$ cat src/rtl/wb_gpio_pkg.sv
// rtl/wb_gpio_pkg.sv - register map, bus widths and helpers for the Wishbone GPIO block
package wb_gpio_pkg;

  localparam int ADDR_W = 32;
  localparam int DATA_W = 32;
  localparam int SEL_W  = 4;

  localparam logic [7:0] OFF_LED_OUT    = 8'h00;
  localparam logic [7:0] OFF_LED_OEB    = 8'h04;
  localparam logic [7:0] OFF_BTN_STATE  = 8'h08;
  localparam logic [7:0] OFF_IRQ_STATUS = 8'h0C;
  localparam logic [7:0] OFF_IRQ_EN     = 8'h10;

  typedef enum logic [2:0] {
    REG_LED_OUT,
    REG_LED_OEB,
    REG_BTN_STATE,
    REG_IRQ_STATUS,
    REG_IRQ_EN,
    REG_NONE
  } reg_idx_e;

  function automatic reg_idx_e decode_reg(input logic [5:0] word);
    case ({word, 2'b00})
      OFF_LED_OUT:    return REG_LED_OUT;
      OFF_LED_OEB:    return REG_LED_OEB;
      OFF_BTN_STATE:  return REG_BTN_STATE;
      OFF_IRQ_STATUS: return REG_IRQ_STATUS;
      OFF_IRQ_EN:     return REG_IRQ_EN;
      default:        return REG_NONE;
    endcase
  endfunction

  function automatic logic [DATA_W-1:0] byte_mask(input logic [SEL_W-1:0] sel);
    logic [DATA_W-1:0] m;
    for (int b = 0; b < SEL_W; b++) m[8*b +: 8] = {8{sel[b]}};
    return m;
  endfunction

endpackage

$ cat src/rtl/btn_debounce.sv
// rtl/btn_debounce.sv - two-flop synchroniser plus stability counter for one button
// The debounced state flips after DEBOUNCE_CYC consecutive cycles of disagreement.
module btn_debounce #(
  parameter int DEBOUNCE_CYC = 16
) (
  input  logic i_clk,
  input  logic i_rst,
  input  logic i_pin,
  output logic o_state,
  output logic o_rise
);

  localparam int                CNT_W   = $clog2(DEBOUNCE_CYC);
  localparam logic [CNT_W-1:0]  CNT_MAX = CNT_W'(DEBOUNCE_CYC - 1);

  logic             r_sync1;
  logic             r_sync2;
  logic             r_state;
  logic [CNT_W-1:0] r_cnt;
  logic             w_diff;
  logic             w_done;

  assign w_diff = r_sync2 ^ r_state;
  assign w_done = w_diff && (r_cnt == CNT_MAX);

  always_ff @(posedge i_clk) begin
    if (i_rst) begin
      r_sync1 <= 1'b0;
      r_sync2 <= 1'b0;
      r_state <= 1'b0;
      r_cnt   <= '0;
    end else begin
      r_sync1 <= i_pin;
      r_sync2 <= r_sync1;
      if (!w_diff) begin
        r_cnt <= '0;
      end else if (w_done) begin
        r_cnt   <= '0;
        r_state <= ~r_state;
      end else begin
        r_cnt <= r_cnt + 1'b1;
      end
    end
  end

  // Rise is flagged on the same edge the state flips so status and state move together.
  assign o_state = r_state;
  assign o_rise  = w_done & ~r_state;

endmodule

$ cat src/rtl/wb_gpio_ctrl.sv
// rtl/wb_gpio_ctrl.sv - Wishbone GPIO peripheral: debounced buttons, LEDs with enables, button IRQs
module wb_gpio_ctrl
  import wb_gpio_pkg::*;
#(
  parameter int          NUM_BTN      = 4,
  parameter int          NUM_LED      = 12,
  parameter logic [31:0] BASE_ADDR    = 32'h3000_0000,
  parameter int          DEBOUNCE_CYC = 16
) (
  input  logic               wb_clk_i,
  input  logic               wb_rst_i,
  input  logic               wbs_cyc_i,
  input  logic               wbs_stb_i,
  input  logic               wbs_we_i,
  input  logic [SEL_W-1:0]   wbs_sel_i,
  input  logic [ADDR_W-1:0]  wbs_adr_i,
  input  logic [DATA_W-1:0]  wbs_dat_i,
  output logic [DATA_W-1:0]  wbs_dat_o,
  output logic               wbs_ack_o,
  output logic               wbs_stall_o,
  input  logic [NUM_BTN-1:0] buttons_i,
  output logic [NUM_LED-1:0] leds_o,
  output logic [NUM_LED-1:0] led_oeb_o,
  output logic               irq_o
);

  logic [NUM_BTN-1:0] w_btn_state;
  logic [NUM_BTN-1:0] w_btn_rise;

  for (genvar gi = 0; gi < NUM_BTN; gi++) begin : g_btn
    btn_debounce #(.DEBOUNCE_CYC(DEBOUNCE_CYC)) u_debounce (
      .i_clk   (wb_clk_i),
      .i_rst   (wb_rst_i),
      .i_pin   (buttons_i[gi]),
      .o_state (w_btn_state[gi]),
      .o_rise  (w_btn_rise[gi])
    );
  end

  logic               r_ack;
  logic [DATA_W-1:0]  r_dat;
  logic [NUM_LED-1:0] r_led;
  logic [NUM_LED-1:0] r_oeb;
  logic [NUM_BTN-1:0] r_stat;
  logic [NUM_BTN-1:0] r_en;
  logic               r_irq;

  logic               w_in_range;
  logic               w_req;
  logic               w_wr;
  reg_idx_e           w_idx;
  logic [DATA_W-1:0]  w_mask;
  logic [DATA_W-1:0]  w_wr_val;
  logic [DATA_W-1:0]  w_led_ext, w_oeb_ext, w_btn_ext, w_stat_ext, w_en_ext;
  logic [DATA_W-1:0]  w_led_new, w_oeb_new, w_en_new;
  logic [DATA_W-1:0]  w_rdata;
  logic [NUM_BTN-1:0] w_clr;
  logic               w_unused;

  // A request is accepted only while no ack is outstanding, giving one ack per two cycles.
  assign w_in_range = (wbs_adr_i[ADDR_W-1:8] == BASE_ADDR[ADDR_W-1:8]);
  assign w_req      = wbs_cyc_i & wbs_stb_i & w_in_range & ~r_ack & ~wb_rst_i;
  assign w_wr       = w_req & wbs_we_i;
  assign w_idx      = decode_reg(wbs_adr_i[7:2]);
  assign w_mask     = byte_mask(wbs_sel_i);
  assign w_wr_val   = wbs_dat_i & w_mask;

  always_comb begin
    w_led_ext  = '0;
    w_oeb_ext  = '0;
    w_btn_ext  = '0;
    w_stat_ext = '0;
    w_en_ext   = '0;
    w_led_ext[NUM_LED-1:0]  = r_led;
    w_oeb_ext[NUM_LED-1:0]  = r_oeb;
    w_btn_ext[NUM_BTN-1:0]  = w_btn_state;
    w_stat_ext[NUM_BTN-1:0] = r_stat;
    w_en_ext[NUM_BTN-1:0]   = r_en;
  end

  assign w_led_new = (w_led_ext & ~w_mask) | w_wr_val;
  assign w_oeb_new = (w_oeb_ext & ~w_mask) | w_wr_val;
  assign w_en_new  = (w_en_ext  & ~w_mask) | w_wr_val;
  assign w_clr     = (w_wr && w_idx == REG_IRQ_STATUS) ? w_wr_val[NUM_BTN-1:0] : '0;

  always_comb begin
    w_rdata = '0;
    case (w_idx)
      REG_LED_OUT:    w_rdata = w_led_ext;
      REG_LED_OEB:    w_rdata = w_oeb_ext;
      REG_BTN_STATE:  w_rdata = w_btn_ext;
      REG_IRQ_STATUS: w_rdata = w_stat_ext;
      REG_IRQ_EN:     w_rdata = w_en_ext;
      default:        w_rdata = '0;
    endcase
  end

  always_ff @(posedge wb_clk_i) begin
    if (wb_rst_i) begin
      r_ack  <= 1'b0;
      r_dat  <= '0;
      r_led  <= '0;
      r_oeb  <= '1;
      r_stat <= '0;
      r_en   <= '0;
      r_irq  <= 1'b0;
    end else begin
      r_ack <= w_req;
      if (w_req) r_dat <= w_rdata;
      if (w_wr && w_idx == REG_LED_OUT) r_led <= w_led_new[NUM_LED-1:0];
      if (w_wr && w_idx == REG_LED_OEB) r_oeb <= w_oeb_new[NUM_LED-1:0];
      if (w_wr && w_idx == REG_IRQ_EN)  r_en  <= w_en_new[NUM_BTN-1:0];
      r_stat <= (r_stat & ~w_clr) | w_btn_rise;
      r_irq  <= |(r_stat & r_en);
    end
  end

  assign w_unused = ^{wbs_adr_i[1:0], w_led_new, w_oeb_new, w_en_new, w_wr_val};

  assign wbs_dat_o   = r_dat;
  assign wbs_ack_o   = r_ack;
  assign wbs_stall_o = w_req;
  assign leds_o      = r_led;
  assign led_oeb_o   = r_oeb;
  assign irq_o       = r_irq;

endmodule
$ cat config.mk
export PLATFORM = sky130hd
export DESIGN_NAME = wb_gpio_ctrl
export DESIGN_NICKNAME = d
export VERILOG_FILES = /design/src/rtl/wb_gpio_pkg.sv /design/src/rtl/btn_debounce.sv /design/src/rtl/wb_gpio_ctrl.sv
export SDC_FILE = /design/constraint.sdc
export NUM_CORES = 1
export LEC_CHECK = 0
export CORE_MARGIN = 2
export CORE_UTILIZATION = 39
export CTS_CLUSTER_DIAMETER = 150
export DETAILED_ROUTE_END_ITERATION = 16
export GPL_TIMING_DRIVEN = 0
export HOLD_SLACK_MARGIN = 0.06
export PLACE_DENSITY_LB_ADDON = 0.08
export SYNTH_ARGS = -nofsm -noshare
export SYNTH_HDL_FRONTEND = slang
export SYNTH_SLANG_ARGS = --single-unit
$ cat constraint.sdc
create_clock -name wb_clk_i -period 2.74 [get_ports wb_clk_i]
set_input_delay 0.822 -clock wb_clk_i [delete_from_list [all_inputs] [get_ports wb_clk_i]]
set_output_delay 0.822 -clock wb_clk_i [all_outputs]
set_load 0.02 [all_outputs]
==> results.md, run 1 <==
Final layout:
- The finished cells cover around 4800 sq um.
- The final net count is 550.
- For this run, the share of the core covered by cells in the final layout is 0.576.
- 0 antenna diodes ended up in the layout.
- In the final layout, the share of cells above drive strength 1 is 0.133.
- The count of cells in the finished layout, fillers not included, comes to between 500 and 600.
- The total of fill cells in the finished design is about 770.
- The growth of design area from synthesis to finish is 41.3%.

Clock tree:
- The number of buffers created by CTS is 9.
- The clock tree buffer depth is 2.
- The number of clock sinks is 74.
- The number of hold buffers added after cts is 0.
- In this run the number of H-tree levels came out at 3.
- The CTS tree is done.
- The clock insertion delay at the later pin of the skew report is 350 ps.
- After clock tree synthesis, the clock-pin slew on the worst setup and hold paths is about 80 ps.
- In this run the clock root is driven by a sky130_fd_sc_hd__clkbuf_8.

Floorplan:
- During I/O placement, the number of pins put on the boundary was between 100 and 150.
- The floorplan die area is 9430 sq um.
- The effective utilization at floorplan is 0.407.
- The height of the chip is roughly 97 microns.
- The floorplan has 33 rows.
- The floorplan core area is roughly 8300 sq um.
- The die boundary width is ~97 microns.

Setup path:
- The largest single stage delay on the critical path is around 270 ps.
- The worst setup path is captured at an output pin.
- On the critical path, the stage with the largest delay is an instance of sky130_fd_sc_hd__nor4bb_4.
- The type of the worst setup path is in -> out.
- Across all register-to-register paths, the minimum setup slack is approximately 940 ps.
- The startpoint of the lowest-slack register-to-register path is wbs_ack_o$_SDFF_PP0_.
- The endpoint required time on the critical path is 1920 ps.
- The critical path goes through clkdlybuf4s15_1, nor4bb_4, and4_1, and2_4, buf_6.
- Data arrives at the worst endpoint at between 1500 and 2000 ps.
- The endpoint identified for the worst register-to-register timing path is wbs_dat_o[1]$_SDFFE_PP0N_.
- Of all nets on the critical path, the largest fanout is 2.
- The worst setup path is launched from a primary input.
- Measured in cells, the most critical reg-to-reg path has a length of 6.

Synth:
- The number of register bits inferred by synthesis is 74.
- The share of synthesized area in the top cell type comes to 0.438.
- By area the synthesized netlist is led by sky130_fd_sc_hd__dfxtp_1 (44%), sky130_fd_sc_hd__mux2i_1 (9.5%), sky130_fd_sc_hd__nand2b_1 (5.2%), sky130_fd_sc_hd__nor2_1 (4.6%), sky130_fd_sc_hd__buf_4 (4.4%).
- The count of distinct cell types in the synthesized netlist is 37.
- The cell area that synthesis handed to floorplanning was 3380 sq um.
- The mean post-synth cell area is between 9 and 10 sq um.
- The Yosys step of the flow raised 0 warnings.
- The cell count after synthesis came out at roughly 350.
- The biggest area consumer among synthesized cells is sky130_fd_sc_hd__dfxtp_1.
- Of the synthesized area, sequential elements account for 0.438.

STA:
- The number of hold violations in the final report came to 0.
- Setup violations remaining at the end of the flow were counted as 0.
- The relative max-transition margin is 0.408.
- The smallest clock period supported by the final layout is computed as approximately 2600 ps.
- The clock tree skew after final layout is 7.91 ps.
- The number of slew-limit violations in the final report was 0.
- For the pin with the worst max-slew slack, the measured transition is 879 ps.
- Setup repair after global routing left no endpoint under its margin.
- Summed over all failing endpoints, the final setup total negative slack is 0 ps.
- Timing would allow up to about 380 MHz.
- Of the available clock period, the critical path in the final layout requires 0.967.

Power and ir drop:
- The switching component of the power is between 0.5 and 0.6 mW.
- The internal portion of the total power is between 1.5 and 2 mW.
- The worst voltage drop across the vdd grid is 0.000295 V.
- The part of the power in combinational logic is 0.086.
- The overall power is between 2 and 2.5 mW.
- The part of the total power dissipated in sequential elements is 0.464.
- The clock group share of total power is 0.450.
- Power spread over the standard cell area amounts to roughly 490 nW/um^2.
- The static leakage is between 2 and 2.5 nW.
- Of the total power, the share spent switching nets is 0.224.

Drt:
- Summed over all layers, the routed wires come to just under 9000 microns.
- The DRC violation count after routing is 0.
- The detailed router finished its first iteration with 113 violations.
- The post-detailed-route via-to-cell ratio is ~5.0.
- The post-route antenna net violation count is 0.
- The first TritonRoute pass finished after 4 iterations.
- The routed length per placed instance is between 15 and 20 microns.
- The count of vias placed by the detailed router is just under 3,000.

Place:
- Detailed placement ended at an HPWL of 6540 microns.
- Routability-driven placement finished with a final weighted congestion of roughly 0.80.
- The post-place instance area is about 4500 sq um.
- After detailed placement, the design holds a cell count of ~560.
- The number of buffers added on ports is roughly 90.

Hold path:
- The instance count along the most critical hold path is 1.
- In this run the most critical hold path is launched from g_btn[0].u_debounce.r_sync1$_SDFF_PP0_.
- The endpoint of the worst hold path is g_btn[0].u_debounce.r_sync2$_SDFF_PP0_.
- The worst min-delay path category is reg -> reg.

Global routing:
- The initial antenna violation count is 0.
- The all-layer global routing usage is 0.189.
- Entering global routing, the biggest net connects 14 pins.
- Summed over all layers, the global routing overflow is 0.
- The number of global-route vias before repair is about 2,800.
- The first global-routing pass estimated approximately 14,000 microns of wire.

Job:
- The number of maximum-capacitance violations is 0.

Outcome:
- The run finished with clean final reports.
-- logic make-up (layout without fill, tap and decap cells) --
family                     count (synthesis)  after routing  share of synthesized area
and+or+nand+nor                          133            133                      0.232
xor gates and xnor gates                  12             12                     0.0311
other                                      1             20                    0.00111
adders and majority gates                  4              4                     0.0148
buffers and inverters                     45            151                     0.0725
DFF                                       74             74                      0.438
muxes                                     36             36                      0.121
AOI/OAI and AO/OA                         44             44                     0.0888
-- how the worst max path moves through the flow --
stage                        from           to  slack, ps  cells after the start
detailed placement      wbs_stb_i  wbs_stall_o      -1180                      7
global placement        wbs_stb_i  wbs_stall_o      -1200                      7
finish              wbs_adr_i[12]  wbs_stall_o         90                      5
CTS                 wbs_adr_i[27]  wbs_stall_o       -0.7                      6
floorplan                wb_rst_i  wbs_stall_o         20                      6
global route         wbs_adr_i[5]         flop          3                      5
-- layout by cell type, fill, tap and decap left out, drive strengths merged, types with 13 or more instances in the layout --
master         Yosys  layout
dfxtp             74      74
clkdlybuf4s50      0      61
nor2              41      41
mux2i             32      32
nand2b            28      28
buf               24      28
clkbuf            13      22
conb               1      20
dlygate4sd2        0      16
a22oi             14      14
a21oi             13      13
-- cell usage after synthesis, drive strengths merged --
cell type and n:
clkbuf 13, nor2b 8, nor4 7, o21a 4, a21oi 13, dfxtp 74
mux4 4, nand2 8, buf 24, nand2b 28, o21ai 1, a211oi 8
xnor2 8, nor3 6, inv 8, o32ai 4, or3b 4, mux2i 32
xor2 4, ha 4, and2 4, or4 1, nor4bb 2, nor2 41
and3 6, nand3 9, and4 2, nand4 6, a22oi 14, conb 1
nor3b 1
-- power by group through the flow --
stage                     Clock [mW]  Combinational (mW)  Sequential, mW
final                           1.05               0.202            1.09
after global routing            1.10               0.219            1.09
after CTS                       1.07               0.202            1.09
after detailed placement           0               0.207            1.11
after global placement             0               0.206            1.11
after floorplan                    0               0.108            1.11
-- worst max-delay path, delay by kind of cell --
kind,cells,cell delay [ps]
buf+inv,2,310
simple gates,3,700
-- layer usage --
| layer | global-route usage | up-vias | wire length, microns |
|---|---|---|---|
| met5 | 0 | - | 0 |
| met2 | 0.301 | 104 | 4100 |
| met4 | 0.0769 | 0 | 181 |
| met1 | 0.246 | 1339 | 3930 |
| met3 | 0.0453 | 16 | 688 |
| li1 | - | 1428 | - |
-- repair_timing --
action                                  in CTS  in global routing
pin swaps                                   11                  6
cloned                                       0                  0
gates resized for setup                     51                  2
endpoints found under the setup margin       2                  1
buffers inserted                             5                  0
-- per-stage QoR --
step,worst slack (ps),hold slack (ps)
after global routing,2.63,464
final,90.2,444
after detailed placement,-1180,429
after global placement,-1200,426
after floorplan,15.8,414
after CTS,-0.702,449
-- cell type report --
cell class              instances  area (sq um)  share of cell area
clock buffers                  10           138              0.0288
clock inverters                 6           114              0.0238
multi-input cells             249          1770               0.370
well taps                     105           131              0.0275
repair buffers                 93           912               0.191
flip-flops and latches         74          1480               0.310
plain buffers                  34           203              0.0424
inverters                       8          30.0             0.00629
Power figures use the tool's default switching activity.
==> run 2, diff against run 1 <==
ABC_CLOCK_PERIOD_IN_PS = 2740   (was not set)
CORE_UTILIZATION = 35   (was 39)
SLEW_MARGIN = 5   (was not set)
==> results.md, run 2 (synthesized netlist as in run 1, its figures left out) <==
Outcome:
- The run finished with clean final reports.

Drt:
- The post-route antenna net violation count came to 0 (unchanged).
- The violation count after the first detailed-route iteration is 78 (-31%).
- The DRC violation count after routing is 0 (unchanged).
- The count of vias placed by the detailed router is 2,860 (-0.94%).
- The post-detailed-route via-to-cell ratio is 4.73 (-5.2%).
- The sum of routed wire length over all layers is 8740 microns (-1.8%).
- The number of detailed-routing iterations run before antenna repair was 4 (unchanged).
- The routed length per placed instance is 14.4 microns (-6.0%).

Setup path:
- The register-to-register path setup slack came to 880 ps (-60 ps).
- The startpoint of the lowest-slack register-to-register path is wbs_ack_o$_SDFF_PP0_.
- The endpoint required time on the critical path is 1920 ps (about the same).
- The path depth of the worst reg2reg path is 6 (unchanged).
- The critical path starts at wbs_adr_i[19].
- The worst setup path is of the in -> out kind.
- The highest net fanout along the worst path came to 2 (unchanged).
- The worst setup path is launched from a primary input.
- The arrival time reported for the critical path endpoint is 1840 ps (about the same).
- The kind of end point of the critical path is an output pin.
- The end of the worst register-to-register path is wbs_dat_o[1]$_SDFFE_PP0N_.

STA:
- The post-route worst setup slack is 80.3 ps (-9.95 ps).
- The relative max-transition margin is 0.476 (+0.0677).
- The number of slew-limit violations in the final report is 0 (unchanged).
- The clock tree skew after final layout is 7.91 ps (-0.00624 ps).
- The upper clock frequency limit came to 376 MHz (-0.37%).
- The number of failing setup endpoints in the final timing report is 0 (unchanged).
- Setup repair after global routing left no endpoint under its margin.
- The number of hold violations in the final report is 0 (unchanged).
- The shortest clock period the worst path allows after layout is 2660 ps (+9.95 ps).
- The period utilization came to 0.971 (+0.00363).
- The pin slew with the least headroom to its limit is 786 ps (-93.4 ps).

Job:
- The number of maximum-capacitance violations is 0 (unchanged).

Floorplan:
- The number of top-level pins came to 136 (unchanged).
- The floorplan row count was 35 (+6.1%).
- The floorplan die area is 10,500 sq um (+11%).
- The effective utilization at floorplan came to 0.362 (-0.0449).
- The height of the chip came to 102 microns (+5.3%).
- The floorplan core area is 9330 sq um (+12%).
- The die boundary width is 102 microns (+5.3%).

Final layout:
- The commonest non-fill, non-tap cell in the layout is sky130_fd_sc_hd__dfxtp_1.
- The antenna diode count is 0 (unchanged).
- The fraction of final layout cells sized beyond drive strength 1 came to 0.137 (+0.00364).
- Leaving out fill and tap cells, the most frequent cells in the layout are sky130_fd_sc_hd__dfxtp_1 (74), sky130_fd_sc_hd__clkdlybuf4s50_1 (61), sky130_fd_sc_hd__nor2_1 (41), sky130_fd_sc_hd__mux2i_1 (32), sky130_fd_sc_hd__nand2b_1 (28).
- The growth of design area from synthesis to finish was 41.4% (about the same).
- The final net count is 552 (+0.36%).

Global routing:
- The all-layer global routing usage is 0.174 (-0.0143).
- The initial antenna violation count came to 0 (unchanged).
- The maximum number of pins on one net before global-route repair is 13 (-1).
- The first-pass GRT wire length came to 13,700 microns (-2.1%).
- The number of global-route vias before repair was 2,772 (unchanged).
- The remaining global-route overflow was 0 (unchanged).

Power and ir drop:
- The cell-internal power came to 1.77 mW (-2.6%).
- The clock group share of total power is 0.434 (-0.016).
- The static leakage was 2.05 nW (+0.23%).
- The part of the total power dissipated in sequential elements came to 0.478 (+0.014).
- The overall power came to 2.27 mW (-3.0%).
- The part of the power in combinational logic is 0.088 (+0.002).
- The worst voltage drop across the vdd grid is 0.000227 V (-23%).
- The switching component of the power is 0.503 mW (-4.4%).
- The switching share of total power came to 0.221 (-0.00323).
- The power per standard cell area is 475 nW/um^2 (-3.1%).

Place:
- The number of buffers added on ports is 88 (unchanged).
- The detailed-placement wirelength estimate was 6660 microns (+2.0%).
- The final estimated routing congestion in global placement is 0.782 (-2.1%).
- The worst slack after detailed placement came to -1170 ps (+9.75 ps).

Clock tree:
- The clock tree buffer depth came to 2 (unchanged).
- The CTS tree is done.
- The clock input transition at the sequential cells of the worst setup and hold paths was 70 ps (about the same).
- The number of buffers created by CTS is 9 (unchanged).
- The number of H-tree levels is 3 (unchanged).
- The clock insertion delay at the later pin of the skew report came to 340 ps (about the same).
- The number of clock sinks is 74 (unchanged).
- The tree is rooted in a sky130_fd_sc_hd__clkbuf_8.

Hold path:
- The instance count along the most critical hold path is 1 (unchanged).
- The worst min-delay path category is reg -> reg.
- The worst hold path terminates at g_btn[2].u_debounce.r_sync2$_SDFF_PP0_.
- The startpoint identified for the worst hold timing path is g_btn[2].u_debounce.r_sync1$_SDFF_PP0_.
[run 2: changes by cell type in the layout (fill, tap and decap cells not counted)]
cell                              previous run  this run
sky130_fd_sc_hd__buf_12                      1         0
sky130_fd_sc_hd__buf_4                      24        27
sky130_fd_sc_hd__bufinv_16                   3         2
sky130_fd_sc_hd__clkbuf_8                   10        12
sky130_fd_sc_hd__clkdlybuf4s15_1            10         4
sky130_fd_sc_hd__clkinv_2                    0         1
sky130_fd_sc_hd__clkinv_4                    1         0
sky130_fd_sc_hd__clkinvlp_4                  2         1
sky130_fd_sc_hd__dlygate4sd2_1              16        22
sky130_fd_sc_hd__nor4_1                      4         2
sky130_fd_sc_hd__nor4_2                      3         5
sky130_fd_sc_hd__nor4bb_1                    0         2
sky130_fd_sc_hd__nor4bb_2                    1         0
sky130_fd_sc_hd__nor4bb_4                    1         0
[run 2: area by class of cell]
class | count | area (sq um)
fillers | 891 | 4550
multi-input cells | 249 | 1760
flip-flops and latches | 74 | 1480
repair buffers | 95 | 907
plain buffers | 34 | 203
clock buffers | 12 | 165
well taps | 129 | 161
clock inverters | 4 | 72.6
inverters | 8 | 30.0
[run 2: worst max-delay path by stage]
stage | end | slack (ps) | depth (start not counted)
after CTS | wbs_stall_o | 3 | 6
after global placement | wbs_stall_o | -1160 | 7
after detailed placement | wbs_stall_o | -1170 | 7
after floorplan | wbs_stall_o | 20 | 6
after global routing | wbs_stall_o | 8 | 5
final | wbs_stall_o | 80 | 5
[run 2: worst max-delay path, stage by stage]
cell and delay (ps):
sky130_fd_sc_hd__dlygate4sd2_1 240, sky130_fd_sc_hd__nor4_1 240, sky130_fd_sc_hd__and4_1 260, sky130_fd_sc_hd__and2_4 170, sky130_fd_sc_hd__buf_6 110
[run 2: power by group through the flow]
stage               sequential (mW)  clock, mW  combinational [mW]
CTS                            1.09       1.00               0.198
floorplan                      1.11          0               0.108
global placement               1.11          0               0.207
finish                         1.09      0.987               0.199
global route                   1.09       1.05               0.218
detailed placement             1.11          0               0.208
[run 2: routing by layer]
metal  track usage  routed length (microns)
met1         0.221                     3920
met2         0.295                     4120
met3        0.0424                      630
met4        0.0503                       73
met5             0                        0
[run 2: what timing repair did]
item                                    4_1_cts  5_1_grt
endpoints found under the setup margin        1       15
pin swaps                                    10        7
resized for setup                            43        3
hold buffers                                  0        0
setup buffers                                 3        4
[run 2: per-stage QoR]
step / setup TNS, ps / area (sq um) / std cells / hold WS, ps / utilization
floorplan: 0 / 3460 / 368 / 414 / -
global placement: -10410 / 4500 / 585 / 420 / 0.482
detailed placement: -10690 / 4500 / 585 / 431 / 0.482
CTS: 0 / 4760 / 603 / 449 / 0.510
global route: 0 / 4780 / 605 / 457 / 0.512
finish: 0 / 4780 / 605 / 438 / 0.512
